**src/rtl/mc_seq_pkg.sv**
```systemverilog
// Shared types for the multicycle sequencer: state encoding and wait-limit default.
package mc_seq_pkg;

  typedef enum logic [2:0] {
    FETCH  = 3'd0,
    DECODE = 3'd1,
    EXEC   = 3'd2,
    MEM    = 3'd3,
    WB     = 3'd4,
    HALT   = 3'd5
  } state_t;

  localparam int unsigned WAIT_LIMIT_DEFAULT = 255;

endpackage

```
**src/rtl/wait_timer.sv**
```systemverilog
// Counts consecutive cycles spent waiting on a memory-ready input.
// Ports: clk; clear (synchronous zero of the count); enable (waiting this cycle);
// expired (this waiting cycle is the WAIT_LIMIT-th one).
module wait_timer
  import mc_seq_pkg::*;
#(
  parameter int unsigned WAIT_LIMIT = WAIT_LIMIT_DEFAULT
) (
  input  logic clk,
  input  logic clear,
  input  logic enable,
  output logic expired
);

  localparam int unsigned CNT_W = (WAIT_LIMIT < 2) ? 1 : $clog2(WAIT_LIMIT);

  logic [CNT_W-1:0] count;

  // count holds the waits already seen, so the current cycle is number count+1
  assign expired = enable && ((32'(count) + 32'd1) >= 32'(WAIT_LIMIT));

  always_ff @(posedge clk) begin
    if (clear) begin
      count <= '0;
    end else if (enable && !expired) begin
      count <= count + CNT_W'(1);
    end
  end

endmodule

```
**src/rtl/multicycle_sequencer.sv**
```systemverilog
// Multicycle CPU control sequencer: FETCH/DECODE/EXEC/MEM/WB with a memory
// wait timeout that raises bus_err and halts.
// Ports: clk, reset (sync, active-high); imem_ready, dm_ready; decoded controls
// RegWrite, MemRead, MemWrite, IsCOP0, ExRegWrite, HasExp, Halt;
// combinational strobes pc_we, ir_we, rf_we, dm_re, dm_we;
// registered state, halted, bus_err, retired.
module multicycle_sequencer
  import mc_seq_pkg::*;
#(
  parameter int unsigned WAIT_LIMIT = WAIT_LIMIT_DEFAULT
) (
  input  logic        clk,
  input  logic        reset,
  input  logic        imem_ready,
  input  logic        dm_ready,
  input  logic        RegWrite,
  input  logic        MemRead,
  input  logic        MemWrite,
  input  logic        IsCOP0,
  input  logic        ExRegWrite,
  input  logic        HasExp,
  input  logic        Halt,
  output logic        pc_we,
  output logic        ir_we,
  output logic        rf_we,
  output logic        dm_re,
  output logic        dm_we,
  output logic [2:0]  state,
  output logic        halted,
  output logic        bus_err,
  output logic [31:0] retired
);

  state_t state_q;
  state_t state_d;
  logic   eff_we;
  logic   wait_en;
  logic   wait_clr;
  logic   expired;

  assign state   = state_q;
  assign eff_we  = IsCOP0 ? ExRegWrite : RegWrite;
  assign wait_en = !reset && (((state_q == FETCH) && !imem_ready) ||
                              ((state_q == MEM) && !dm_ready));
  // Any state change (including reset) restarts the wait count for the next wait state
  assign wait_clr = reset || (state_d != state_q);

  wait_timer #(.WAIT_LIMIT(WAIT_LIMIT)) u_wait_timer (
    .clk     (clk),
    .clear   (wait_clr),
    .enable  (wait_en),
    .expired (expired)
  );

  // State register and sticky status
  always_ff @(posedge clk) begin
    if (reset) begin
      state_q <= FETCH;
      halted  <= 1'b0;
      bus_err <= 1'b0;
      retired <= '0;
    end else begin
      state_q <= state_d;
      if (state_d == HALT) halted <= 1'b1;
      if (expired) bus_err <= 1'b1;
      if (pc_we) retired <= retired + 32'd1;
    end
  end

  // Next-state and strobe decode
  always_comb begin
    state_d = state_q;
    pc_we   = 1'b0;
    ir_we   = 1'b0;
    rf_we   = 1'b0;
    dm_re   = 1'b0;
    dm_we   = 1'b0;
    if (reset) begin
      state_d = FETCH;
    end else begin
      case (state_q)
        FETCH: begin
          if (imem_ready) begin
            ir_we   = 1'b1;
            state_d = DECODE;
          end else if (expired) begin
            state_d = HALT;
          end
        end
        DECODE: state_d = EXEC;
        EXEC: begin
          if (HasExp) begin
            pc_we   = 1'b1;
            state_d = FETCH;
          end else if (Halt) begin
            state_d = HALT;
          end else if (MemRead || MemWrite) begin
            state_d = MEM;
          end else if (eff_we) begin
            state_d = WB;
          end else begin
            pc_we   = 1'b1;
            state_d = FETCH;
          end
        end
        MEM: begin
          dm_re = MemRead;
          dm_we = MemWrite;
          if (dm_ready) begin
            if (MemRead) begin
              state_d = WB;
            end else begin
              pc_we   = 1'b1;
              state_d = FETCH;
            end
          end else if (expired) begin
            state_d = HALT;
          end
        end
        WB: begin
          rf_we   = 1'b1;
          pc_we   = 1'b1;
          state_d = FETCH;
        end
        HALT:    state_d = HALT;
        default: state_d = FETCH;
      endcase
    end
  end

endmodule

```
**config.mk**
```make
export PLATFORM = sky130hd
export DESIGN_NAME = multicycle_sequencer
export DESIGN_NICKNAME = d
export VERILOG_FILES = /design/src/rtl/mc_seq_pkg.sv /design/src/rtl/wait_timer.sv /design/src/rtl/multicycle_sequencer.sv
export SDC_FILE = /design/constraint.sdc
export NUM_CORES = 1
export LEC_CHECK = 0
export BUFFER_PORTS_ARGS = -buffer_cell sky130_fd_sc_hd__buf_2
export CAP_MARGIN = 40
export CORE_AREA = 2 2 72 74
export DETAILED_ROUTE_END_ITERATION = 8
export DIE_AREA = 0 0 74 76
export PLACE_DENSITY = 0.74
export SYNTH_ARGS = -nofsm -noshare
export SYNTH_HDL_FRONTEND = slang
export SYNTH_SLANG_ARGS = --single-unit
```
**constraint.sdc**
```tcl
create_clock -name clk -period 2.7 [get_ports clk]
set_input_delay 0.405 -clock clk [delete_from_list [all_inputs] [get_ports clk]]
set_output_delay 0.405 -clock clk [all_outputs]
set_load 0.02 [all_outputs]
```
Yosys cells after proc, flatten, opt, wreduce, memory -nomap -nowiden
Index checks and enable logic that the tools add are counted.

word-level totals
  register bits = 45
  input bits = 11

operators by class
  add/subtract/negate cells = 3
  order comparisons = 1
  equality and inequality tests = 7
  multiplexer cells = 28
  reductions and logical operators = 13

operator list
  operator               number
  $add 32x1->32 const B  1
  $ge 32x8->1 const B    1
  $mux 3                 9
  $mux 1                 17
  $pmux 3 s5             1
  $add 8x1->9 const B    1
  $eq 3x3->1 const B     3
  $add 8x1->8 const B    1
  $eq 3x2->1 const B     2
  $logic_and 1x1->1      5
  $logic_not 1->1        4
  $eq 3x1->1 const B     1
  $logic_not 3->1        1
  $logic_or 1x1->1       3
  $ne 3x3->1             1
  $pmux 1 s3             1

Logic depth before layout (Yosys ltp)
Gate-level depths: netlist of run 1.

  word-level depth = 11
  mapped depth = 8
  gate-level depth less buffers = 8

Cells and area by module
Synthesis of run 1 repeated with hierarchy kept, for this count alone.

unflattened totals
  cells, all modules = 327
  area, all modules = 2580.0 um^2

modules (own cells, without submodules)
  module                instances  cells each  area an instance (um^2)
  multicycle_sequencer  1          258         2031.9
  wait_timer            1          69          548.0

Worst setup path after synthesis of run 1
No wires, ideal clock.

  path kind = reg-to-reg
  start point = reg retired[6]
  end point = reg retired[28]
  arrival time = 1.980 ns
  data required time = 2.630 ns
  path slack = 0.650 ns
  cell stages (with the launch flop) = 8
  path through = dfxtp_1 inv_1 nor4_4 and4_1 o2111ai_1 buf_2 or3_1 a21oi_1

on the way
  word-level cells in the longest chain between the ends = 1

RTL lines
  element                 line                        source
  start, declared         multicycle_sequencer.sv:31  output logic [31:0] retired
  start signal, assigned  multicycle_sequencer.sv:66  if (pc_we) retired <= retired + 32'd1;
  $add 32x1->32           multicycle_sequencer.sv:66

No other way between the ends.
A chain may end at the register's enable or synchronous reset.

Worst setup path in the final report of run 1
  start point = reg state_q[0], in the netlist state[0]
  end point = out rf_we

on the way
  word-level cells in the longest chain between the ends = 3

RTL lines
  element                 line                        source
  start, declared         multicycle_sequencer.sv:34  state_t state_q;
  start signal, assigned  multicycle_sequencer.sv:63  state_q <= state_d;
  $eq 3x3->1              multicycle_sequencer.sv:81  case (state_q)
  $mux 1                  multicycle_sequencer.sv:81
  $mux 1                  multicycle_sequencer.sv:78  if (reset) begin
  end, declared           multicycle_sequencer.sv:25  output logic rf_we,

No other way between the ends.

==> results by group, run 1 <==
Floorplan
  • Die area: 0.00562 mm^2
  • Total core area: roughly 0.005 mm^2
  • I/O pins: 53
  • FP Rows: 26
  • Initial Util: 52.0%
  • Die X: 74 um
  • Die Ht: approximately 76 um

Clocking
  • Clock tree from TritonCTS: yes
  • CTS Hold Bufs: 0
  • Clock Tree Root: clkbuf_8
  • Clock Sinks: 45
  • Post-CTS sizing: 0
  • CTS Buffer Depth: 2
  • H-Tree Depth: 2
  • Post-CTS Setup Bufs: 0
  • TritonCTS Buffers: 5
  • Reg clk slew, reported paths: 0.08 ns
  • Skew-Pair Late Insertion Delay: about 0.30 ns

Pwr
  • LEAKAGE: 1.20 nW
  • Max rail drop VDD: roughly 0.00035 V
  • Power Density: around 450 mW/mm^2

Hold path
  • Hold/Removal Path Class: reg -> reg

Detailed routing
  • Drt first pass iters: 5
  • Residual DRC: 0
  • Wirelength per Cell: around 13 um
  • Vias: ~2400
  • Vias per Instance: 5.68
  • DRT iter0 DRCs: between 100 and 150
  • Antenna-violating nets left: 0
  • WL final: 5750 um

Placement
  • I/O Buffers: 52
  • Routability cong.: 0.854
  • DP HPWL: 4170 um

Timing
  • Hold_ws: ~0.5 ns
  • Final Max Tran Viols: 0
  • Max frequency: between 400 and 500 MHz
  • Unrepaired setup endpoints after global routing: no
  • Post-route setup TNS: 0 ns
  • Final Skew: 0.00563 ns
  • Final Cycle Share: 91.0%
  • Worst-margin pin slew: 0.719 ns
  • Final hold violation count: 0
  • Slew margin rel.: 52.0%
  • Final setup violation count: 0
  • Fin crit period: around 2.5 ns

Setup path
  • Crit path max fanout: 15
  • Worst Path Required: 2.30 ns
  • Worst Path Arrival: 2.05 ns
  • Startpoint types: register
  • Kind of critical path: reg -> out
  • Crit. End Element: primary output

Logic synthesis
  • Number of synthesized register bits: 45
  • Most frequent cells after synthesis: nor2_1 (46), dfxtp_1 (45), xnor2_1 (26), nand2_1 (20), a21oi_1 (15)
  • Area share of the largest cell type after synthesis: 35.3%
  • Area leader, netlist: dfxtp_1
  • Post-Syn Instances: 307
  • Syn_nets: 321
  • Most frequent cell after synthesis: nor2_1
  • Post-synth cell types: 51
  • Synth Flop Type: dfxtp_1
  • Mapped Avg Cell Area: 8.32 um^2
  • Share of async-settable or async-resettable flops after synthesis: 0%
  • Post-Synthesis Cell Area: 0.00255 mm^2
  • Synth warnings: 0
  • EDFF count, synth: 0
  • Sequential area share after synthesis: 35.3%
  • Cells taking the most area after synthesis: dfxtp_1 (35%), xnor2_1 (8.9%), nor2_1 (6.8%), a2111oi_2 (2.9%), a211oi_1 (2.9%)

Run status
  • Status: finished, final reports clean

Global routing
  • Vias in the first global route: roughly 2100
  • Overall Global Routing Usage: 21.0%
  • First-pass GRT wire length: 9590 um
  • Initial antenna violation count: 0
  • Grt total ovfl: 0
  • Largest net degree at the start of global routing: 41

Cells and area
  • Ant diodes: 0
  • Filler Cells Inserted: 440
  • Synth-to-layout area growth: 17.9%
  • Post-Route Utilization: 61.3%
  • Final net count: 373
  • Layout cells sized above 1: 22.5%

Flow run
  • MaxCap Viol Count: 0
==> layout make-up <==
cell class / count / area, um^2 / area share [%]
clock buffers: 7 / 86.3 / 2.87
clock inverters: 1 / 30.0 / 0.997
inverters: 11 / 41.3 / 1.37
multi-input cells: 237 / 1550 / 51.6
flip-flops and latches: 45 / 901 / 29.9
well taps: 70 / 87.6 / 2.91
repair buffers: 59 / 313 / 10.4
==> worst max-delay path: stages, from the launching register on <==
cell	delay, ns
dfxtp_1	0.52
buf_4	0.24
nor2_1	0.09
nand2_1	0.40
buf_4	0.28
nor2_1	0.05
buf_2	0.17
==> logic make-up after synthesis <==
logic type / Yosys count / share of synthesized area, %
AND/OR/NAND/NOR: 130 / 27.0
AO/OA/AOI/OAI: 72 / 21.1
flip-flops: 45 / 35.3
XOR/XNOR: 31 / 10.6
buffers and inverters: 25 / 3.92
adder cells (fa/ha/maj): 3 / 1.47
multiplexers: 1 / 0.587
==> sequential cells by signal (all words and copies together), names as in the netlist <==
| signal | cells |
|---|---|
| u_wait_timer.count | 8 |
| retired | 32 |
| state | 3 |
| halted | 1 |
| bus_err | 1 |
==> per-stage QoR <==
step	area [um^2]	power (mW)	cells	setup slack (ns)
after global routing	3010	1.40	430	0.113
final	3010	1.35	430	0.242
after global placement	2900	0.837	422	0.362
after detailed placement	2900	0.839	422	0.297
after CTS	3010	1.36	430	0.256
after floorplan	2550	0.797	307	0.650
==> path summary, 6_finish.rpt <==
path / start / to / slack [ns] / cells past startpoint
worst min register to register: halted / halted / 0.49 / 1
worst max-delay path: state[0] / rf_we / 0.24 / 6
worst max register to register: state[1] / retired[26] / 0.40 / 5
worst min-delay path: halted / halted / 0.49 / 1
==> layer usage <==
layer  share of wire [%]  vias up  global-route usage (%)
met5                   0        -                       0
met4                 1.7        0                    7.64
met3                 5.1       11                    4.10
met2                  47       70                    32.8
met1                  46     1142                    28.6
li1                    -     1220                       -
==> power breakdown <==
part	switching [mW]	internal [mW]	total, mW
registers	0.0160	0.670	0.686
logic	0.0850	0.0533	0.138
clock network	0.223	0.302	0.525
==> cells in the final DEF, fill, tap and decap left out, types with 3 or more instances in the layout <==
| cell type | n |
|---|---|
| a2111oi_0 | 4 |
| a2111oi_2 | 5 |
| a211oi_1 | 10 |
| a21o_1 | 3 |
| a21oi_1 | 15 |
| and2_1 | 4 |
| and3_1 | 6 |
| and4_1 | 4 |
| buf_2 | 52 |
| buf_4 | 7 |
| clkbuf_8 | 6 |
| dfxtp_1 | 45 |
| ha_1 | 3 |
| inv_1 | 11 |
| nand2_1 | 20 |
| nand3_1 | 14 |
| nand4_1 | 9 |
| nor2_1 | 46 |
| nor2b_1 | 3 |
| nor3_1 | 6 |
| o21a_1 | 4 |
| o21ai_0 | 13 |
| o2bb2ai_1 | 3 |
| or3_1 | 6 |
| xnor2_1 | 26 |
| xor2_1 | 5 |
No activity file was read; power rests on OpenSTA's default activity.
==> inputs of run 2 (changes only) <==
--- a/config.mk
+++ b/config.mk
@@ -5,12 +5,13 @@
 export SDC_FILE = /design/constraint.sdc
 export NUM_CORES = 1
 export LEC_CHECK = 0
+export ABC_AREA = 1
 export BUFFER_PORTS_ARGS = -buffer_cell sky130_fd_sc_hd__buf_2
 export CAP_MARGIN = 40
-export CORE_AREA = 2 2 72 74
+export CORE_AREA = 2 2 74 76
 export DETAILED_ROUTE_END_ITERATION = 8
-export DIE_AREA = 0 0 74 76
-export PLACE_DENSITY = 0.74
+export DIE_AREA = 0 0 76 78
+export PLACE_DENSITY = 0.75
 export SYNTH_ARGS = -nofsm -noshare
 export SYNTH_HDL_FRONTEND = slang
 export SYNTH_SLANG_ARGS = --single-unit
==> run 2 against run 1 <==
Maximum frequency increased by 7.9%. Non-clock buffer count down 3. Sequential cell count unchanged. Clock power up 14%. Cell area is 7.0% higher. Worst hold slack worse by 0.042 ns. Largest cell class unchanged. First-iteration DRC count increased by 14%. Die area rose by 5.4%. Cell count rose by 27%. Core utilization rose by 2.6 points. Via count up 19%.
==> results by group, run 2 <==
Clocking
  • CTS Buffer Depth: 2 (unchanged)
  • Clock Sinks: 45 (unchanged)
  • CTS Hold Bufs: 0 (unchanged)
  • Post-CTS Setup Bufs: 0 (unchanged)
  • TritonCTS Buffers: 5 (unchanged)
  • Reg clk slew, reported paths: 0.08 ns (about the same)
  • Post-CTS sizing: 0 (unchanged)
  • Clock Tree Root: clkbuf_8
  • H-Tree Depth: 2 (unchanged)
  • Clock tree from TritonCTS: yes
  • Skew-Pair Late Insertion Delay: 0.30 ns (about the same)

Setup path
  • Worst path cell trace: inv_2, nor3_1, nand2_1, nand2_2, nand2_4, inv_1, buf_2
  • CP delay by family, top: simple AND/OR/NAND/NOR gates
  • Startpoint types: register
  • Crit path max fanout: 15 (unchanged)
  • Critical Path Stages: 7 (+1)
  • Kind of critical path: reg -> out
  • R2r worst-path depth: 13 (+8)
  • Buffers plus inverters on the worst setup path: 3 (unchanged)
  • CP max stage delay: 0.46 ns (-0.06 ns)
  • Crit. End Element: primary output
  • Worst Path Required: 2.30 ns (about the same)
  • Worst Path Arrival: 1.87 ns (-0.18 ns)
  • CP max stage cell: dfxtp_1

Timing
  • Unrepaired setup endpoints after global routing: no
  • Worst-margin pin slew: 0.543 ns (-0.176 ns)
  • Fin crit period: 2.28 ns (-0.180 ns)
  • Final setup violation count: 0 (unchanged)
  • Max frequency: 439 MHz (+7.9%)
  • Final Skew: 0.00655 ns (+0.000926 ns)
  • Final Max Tran Viols: 0 (unchanged)
  • Post-route setup TNS: 0 ns (unchanged)
  • Hold_ws: 0.448 ns (-0.0416 ns)
  • Final Cycle Share: 84.4% (-6.7 points)
  • Slew margin rel.: 63.8% (+12 points)
  • Final hold violation count: 0 (unchanged)

Logic synthesis
  • Most frequent cells after synthesis: nand2_1 (114), inv_1 (57), nor2_1 (46), dfxtp_1 (45), a21oi_1 (32)
  • EDFF count, synth: 0 (unchanged)
  • Number of synthesized register bits: 45 (unchanged)
  • Area leader, netlist: dfxtp_1
  • Cells taking the most area after synthesis: dfxtp_1 (33%), nand2_1 (16%), inv_1 (7.8%), nor2_1 (6.3%), a21oi_1 (5.8%)
  • Area share of the largest cell type after synthesis: 32.8% (-2.4 points)
  • Sequential area share after synthesis: 32.8% (-2.4 points)
  • Post-Synthesis Cell Area: 0.00274 mm^2 (+7.4%)
  • Synth warnings: 0 (unchanged)
  • Synth Flop Type: dfxtp_1
  • Mapped Avg Cell Area: 6.50 um^2 (-22%)
  • Post-Syn Instances: 422 (+37%)
  • Post-synth cell types: 36 (-29%)
  • Share of async-settable or async-resettable flops after synthesis: 0% (unchanged)
  • Most frequent cell after synthesis: nand2_1
  • Syn_nets: 436 (+36%)

Placement
  • Routability cong.: 0.857 (+0.41%)
  • DP HPWL: 4940 um (+18%)
  • I/O Buffers: 52 (unchanged)

Floorplan
  • I/O pins: 53 (unchanged)
  • Die area: 0.00593 mm^2 (+5.4%)
  • Die X: 76 um (+2.7%)
  • Die Ht: 78 um (+2.6%)
  • FP Rows: 26 (unchanged)
  • Initial Util: 54.4% (+2.4 points)
  • Total core area: 0.00504 mm^2 (+2.6%)

Cells and area
  • Final net count: 491 (+32%)
  • Commonest non-fill, non-tap cell in the layout: nand2_1
  • Layout cells sized above 1: 17.8% (-4.7 points)
  • Ant diodes: 0 (unchanged)
  • Number of flip-flops in the largest register: 32 (unchanged)
  • Most frequent cells in the layout: nand2_1 (114), inv_1 (57), buf_2 (52)
  • Filler Cells Inserted: 487 (+11%)
  • Top reg by flops: retired
  • Synth-to-layout area growth: 17.5%
  • Post-Route Utilization: 63.9% (+2.6 points)

Hold path
  • Hold/Removal Path Class: reg -> reg
  • Hold path depth: 2 (+1)

Detailed routing
  • Drt first pass iters: 4 (-1)
  • Wirelength per Cell: 12.0 um (-10%)
  • Vias per Instance: 5.28 (-7.0%)
  • WL final: 6570 um (+14%)
  • Vias: 2896 (+19%)
  • Antenna-violating nets left: 0 (unchanged)
  • DRT iter0 DRCs: 115 (+14%)
  • Residual DRC: 0 (unchanged)

Global routing
  • Grt total ovfl: 0 (unchanged)
  • Vias in the first global route: 2625 (+23%)
  • Initial antenna violation count: 0 (unchanged)
  • First-pass GRT wire length: 11200 um (+17%)
  • Overall Global Routing Usage: 22.8% (+1.8 points)
  • Largest net degree at the start of global routing: 28 (-32%)

Pwr
  • Power Density: 443 mW/mm^2 (-0.94%)
  • Total power: 1.43 mW (+6.0%)
  • Max rail drop VDD: 0.000244 V (-30%)
  • LEAKAGE: 1.33 nW (+11%)

Run status
  • Status: finished, final reports clean

Flow run
  • MaxCap Viol Count: 0 (unchanged)
==> run 2: worst paths after layout <==
check                        start  slack, ns                     to
max                       state[1]       0.42                  pc_we
min                         halted       0.45                 halted
min reg2reg                 halted       0.45                 halted
max reg2reg  u_wait_timer.count[0]       0.56  u_wait_timer.count[6]
==> run 2: cell type report <==
type	instances	area (um^2)	share of cell area, %
Inverter	59	221	6.87
Multi-Input combinational cell	310	1590	49.3
Clock inverter	3	65.1	2.02
Tap cell	70	87.6	2.72
Sequential cell	45	901	28.0
Timing Repair Buffer	56	290	9.01
Clock buffer	5	68.8	2.14
==> run 2: routing by layer <==
| layer | vias to the layer above | global-route usage (%) | part of all wire (%) | routed length (um) |
|---|---|---|---|---|
| met5 | - | 0 | 0 | 0 |
| met4 | 0 | 8.55 | 1.5 | 96 |
| met3 | 13 | 4.42 | 5.9 | 390 |
| met2 | 96 | 41.6 | 49 | 3240 |
| met1 | 1312 | 26.5 | 43 | 2840 |
| li1 | 1475 | - | - | - |
==> run 2: report_power, final <==
part | total [mW] | internal [mW] | switching, mW
registers | 0.686 | 0.672 | 0.0138
clock network | 0.599 | 0.368 | 0.231
logic | 0.145 | 0.0462 | 0.0988
==> run 2: worst min-delay path: stages (launching register included) <==
cell     delay [ns]
dfxtp_1        0.31
inv_1          0.04
a21oi_1        0.05
==> run 2: cell families (layout without fill, tap and decap cells) <==
group	Yosys count	in the layout	synth area share [%]
flops	45	45	32.8
compound gates	59	59	11.7
xor+xnor	13	13	4.15
buf+inv	67	123	9.26
mux	2	2	0.775
simple gates	233	233	39.9
fa+ha+maj	3	3	1.37
==> run 2: per-stage QoR <==
stage | area, um^2 | std cells | worst slack [ns]
final | 3220 | 548 | 0.422
after global routing | 3220 | 548 | 0.216
after CTS | 3220 | 548 | 0.414
after detailed placement | 3090 | 540 | 0.577
after global placement | 3090 | 540 | 0.624
after floorplan | 2740 | 422 | 0.835
==> inputs of run 3 (changes only) <==
--- a/config.mk
+++ b/config.mk
@@ -5,13 +5,13 @@
 export SDC_FILE = /design/constraint.sdc
 export NUM_CORES = 1
 export LEC_CHECK = 0
-export ABC_AREA = 1
+export ABC_AREA = 0
 export BUFFER_PORTS_ARGS = -buffer_cell sky130_fd_sc_hd__buf_2
 export CAP_MARGIN = 40
-export CORE_AREA = 2 2 74 76
+export CORE_AREA = 2 2 76 78
 export DETAILED_ROUTE_END_ITERATION = 8
-export DIE_AREA = 0 0 76 78
-export PLACE_DENSITY = 0.75
+export DIE_AREA = 0 0 78 80
+export PLACE_DENSITY = 0.7
 export SYNTH_ARGS = -nofsm -noshare
 export SYNTH_HDL_FRONTEND = slang
 export SYNTH_SLANG_ARGS = --single-unit
==> constraint.sdc (replaced) <==
create_clock -name clk -period 1.9 [get_ports clk]
set_input_delay 0.285 -clock clk [delete_from_list [all_inputs] [get_ports clk]]
set_output_delay 0.285 -clock clk [all_outputs]
set_load 0.02 [all_outputs]
==> run 3 against run 2 <==
The flow now finishes with violations (setup timing). Register-to-register slack got worse by 0.66 ns. Worst hold slack got worse by 0.041 ns. Via count shrank 1.3%. Sequential share of layout area down 4.9 points. Largest power group unchanged. Die area is 5.3% higher. First-iteration DRC count down 10%. Cell count fell by 8.6%. Worst setup slack worse by 0.52 ns. Combinational power rose to 2.6 times the previous value. Largest cell class unchanged. Global-route usage is essentially flat. Highest routed layer unchanged.
==> results by group, run 3 (synthesis results as in run 1) <==
Run status
  • Status: complete, but fails checks
  • Failing checks: setup timing

Setup path
  • Worst path cell trace: buf_4, ha_4, o21a_1, a31o_2, a21o_1, a221oi_2, o211ai_2, buf_6, a211oi_2
  • Startpoint types: register
  • Reg-to-Reg Start: u_wait_timer.count[0]
  • Crit path max fanout: 8 (-7)
  • Critical Path Stages: 9 (+2)
  • Reg2Reg Capture Point: u_wait_timer.count[1]
  • Kind of critical path: reg -> reg
  • CP max stage cell: dfxtp_2
  • Worst Path Required: 2.13 ns (-0.17 ns)
  • Buffers plus inverters on the worst setup path: 2 (-1)
  • R2r worst-path depth: 9 (-4)
  • Reg2Reg Setup Slack: -0.1 ns (-0.66 ns)
  • CP delay by family, top: compound AO/OA/AOI/OAI gates
  • Crit. End Element: register
  • Worst Path Arrival: 2.23 ns (+0.36 ns)
  • Worst setup path end: u_wait_timer.count[1]
  • CP startpoint: u_wait_timer.count[0]
  • CP max stage delay: 0.34 ns (-0.12 ns)

Clocking
  • H-Tree Depth: 2 (unchanged)
  • Clock Tree Root: clkbuf_8
  • Reg clk slew, reported paths: 0.09 ns (about the same)
  • Clock Sinks: 45 (unchanged)
  • CTS Buffer Depth: 2 (unchanged)
  • Clock tree from TritonCTS: yes
  • TritonCTS Buffers: 5 (unchanged)
  • Skew-Pair Late Insertion Delay: 0.31 ns (about the same)

Floorplan
  • Die Ht: 80 um (+2.6%)
  • Total core area: 0.00541 mm^2 (+7.2%)
  • FP Rows: 27 (+3.8%)
  • Die X: 78 um (+2.6%)
  • I/O pins: 53 (unchanged)
  • Initial Util: 47.3% (-7.1 points)
  • Die area: 0.00624 mm^2 (+5.3%)

Detailed routing
  • Antenna-violating nets left: 0 (unchanged)
  • Wirelength per Cell: 17.0 um (+42%)
  • WL final: 8520 um (+30%)
  • Vias: 2859 (-1.3%)
  • DRT iter0 DRCs: 103 (-10%)
  • Drt first pass iters: 5 (+1)
  • Residual DRC: 0 (unchanged)
  • Vias per Instance: 5.71 (+8.0%)

Global routing
  • Grt total ovfl: 0 (unchanged)
  • Met3 Use GR: 3.05% (-1.4 points)
  • Met2 global-route usage: 39.6% (-2.0 points)
  • First-pass GRT wire length: 11400 um (+1.3%)
  • Met1 GRT Util: 29.3% (+2.7 points)
  • Busiest grt layer: met2
  • Overall Global Routing Usage: 22.8% (about the same)
  • Largest net degree at the start of global routing: 25 (-11%)
  • Vias in the first global route: 2467 (-6.0%)
  • Initial antenna violation count: 0 (unchanged)

Cells and area
  • Finished Cell Area: 0.00403 mm^2 (+25%)
  • Top reg by flops: retired
  • Synth-to-layout area growth: 57.7%
  • Final net count: 442 (-10%)
  • Commonest non-fill, non-tap cell in the layout: buf_4
  • Layout cells sized above 1: 46.9% (+29 points)
  • Most frequent cells in the layout: buf_4 (64), buf_2 (49), nor2_1 (43)
  • Filler Cells Inserted: 388 (-20%)
  • Ant diodes: 0 (unchanged)
  • Number of flip-flops in the largest register: 32 (unchanged)

Timing
  • Worst-margin pin slew: 0.424 ns (-0.118 ns)
  • PnR worst setup slack: -0.0988 ns (-0.520 ns)
  • Final Max Tran Viols: 0 (unchanged)
  • Final setup violation count: 17 (+17)
  • Slew margin rel.: 71.4% (+7.6 points)
  • Final Skew: 0.00649 ns (-0.0000651 ns)
  • Final Cycle Share: 105%
  • Max frequency: 500 MHz
  • Post-route setup TNS: -0.695 ns (-0.695 ns)
  • Fin crit period: 2.00 ns
  • Unrepaired setup endpoints after global routing: yes
  • Final hold violation count: 0 (unchanged)
  • Hold_ws: 0.408 ns (-0.0406 ns)

Pwr
  • Max rail drop VDD: 0.000441 V (+81%)
  • Total power: 2.05 mW (+44%)
  • LEAKAGE: 1.65 nW (+23%)
  • Power Density: 510 mW/mm^2 (+15%)

Placement
  • Routability cong.: 0.912 (+6.3%)
  • Placed Instance Area: 0.00329 mm^2 (+6.6%)
  • DP HPWL: 4880 um (-1.2%)
  • I/O Buffers: 52 (unchanged)
  • Pre-CTS setup slack: -0.275 ns (-0.852 ns)

Hold path
  • Hold/Removal Path Class: in -> reg

Flow run
  • MaxCap Viol Count: 0 (unchanged)
[run 3: cell types whose count changed in the layout (fill, tap and decap cells not counted), sizes merged, moves of 9 or more]
cell     change
nand2       -98
xnor2       +22
a2111oi      +9
nor3        -22
buf         +71
a21oi       -20
a211oi      +10
inv         -48
[run 3: routing by layer]
layer	share of wire, %	vias up
li1	-	1359
met1	42	1401
met2	52	80
met3	3.7	19
met4	2.3	0
met5	0	-
[run 3: metrics by stage]
stage	utilization (%)	std cells
finish	74.5	501
global route	74.5	501
CTS	67.4	487
detailed placement	60.9	470
global placement	60.9	470
floorplan	-	307
[run 3: how the worst min path moves through the flow]
stage,from,end,slack (ns),cells past startpoint
floorplan,u_wait_timer.count[7],u_wait_timer.count[7],0.47,2
global placement,bus_err,bus_err,0.47,1
detailed placement,bus_err,bus_err,0.48,1
CTS,imem_ready,state[0],0.38,4
global route,reset,retired[4],0.45,3
finish,imem_ready,state[0],0.41,4
[run 3: cell type report]
| cell class | instances | area [um^2] | area share (%) |
|---|---|---|---|
| Sequential cell | 45 | 930 | 23.1 |
| Multi-Input combinational cell | 237 | 1920 | 47.7 |
| Timing Repair Buffer | 128 | 935 | 23.2 |
| Tap cell | 72 | 90.1 | 2.24 |
| Inverter | 11 | 41.3 | 1.02 |
| Clock buffer | 8 | 111 | 2.76 |
[run 3: what timing repair did]
action                     in CTS  in global routing
gates cloned                    1                  1
hold buffers                    0                  0
setup endpoints to repair      28                 34
pin swaps                      13                 23
buffers inserted                8                 13
resized for setup              34                 56
[run 3: power by group]
group	switching, mW	internal [mW]
Combinational	0.199	0.171
Clock	0.343	0.376
Sequential	0.0169	0.946
[run 3: worst register-to-register path, stage by stage, from the launching register on]
cell      delay [ns]
dfxtp_2         0.34
buf_4           0.14
ha_4            0.16
o21a_1          0.09
a31o_2          0.22
a21o_1          0.21
a221oi_2        0.29
o211ai_2        0.16
buf_6           0.16
a211oi_2        0.14
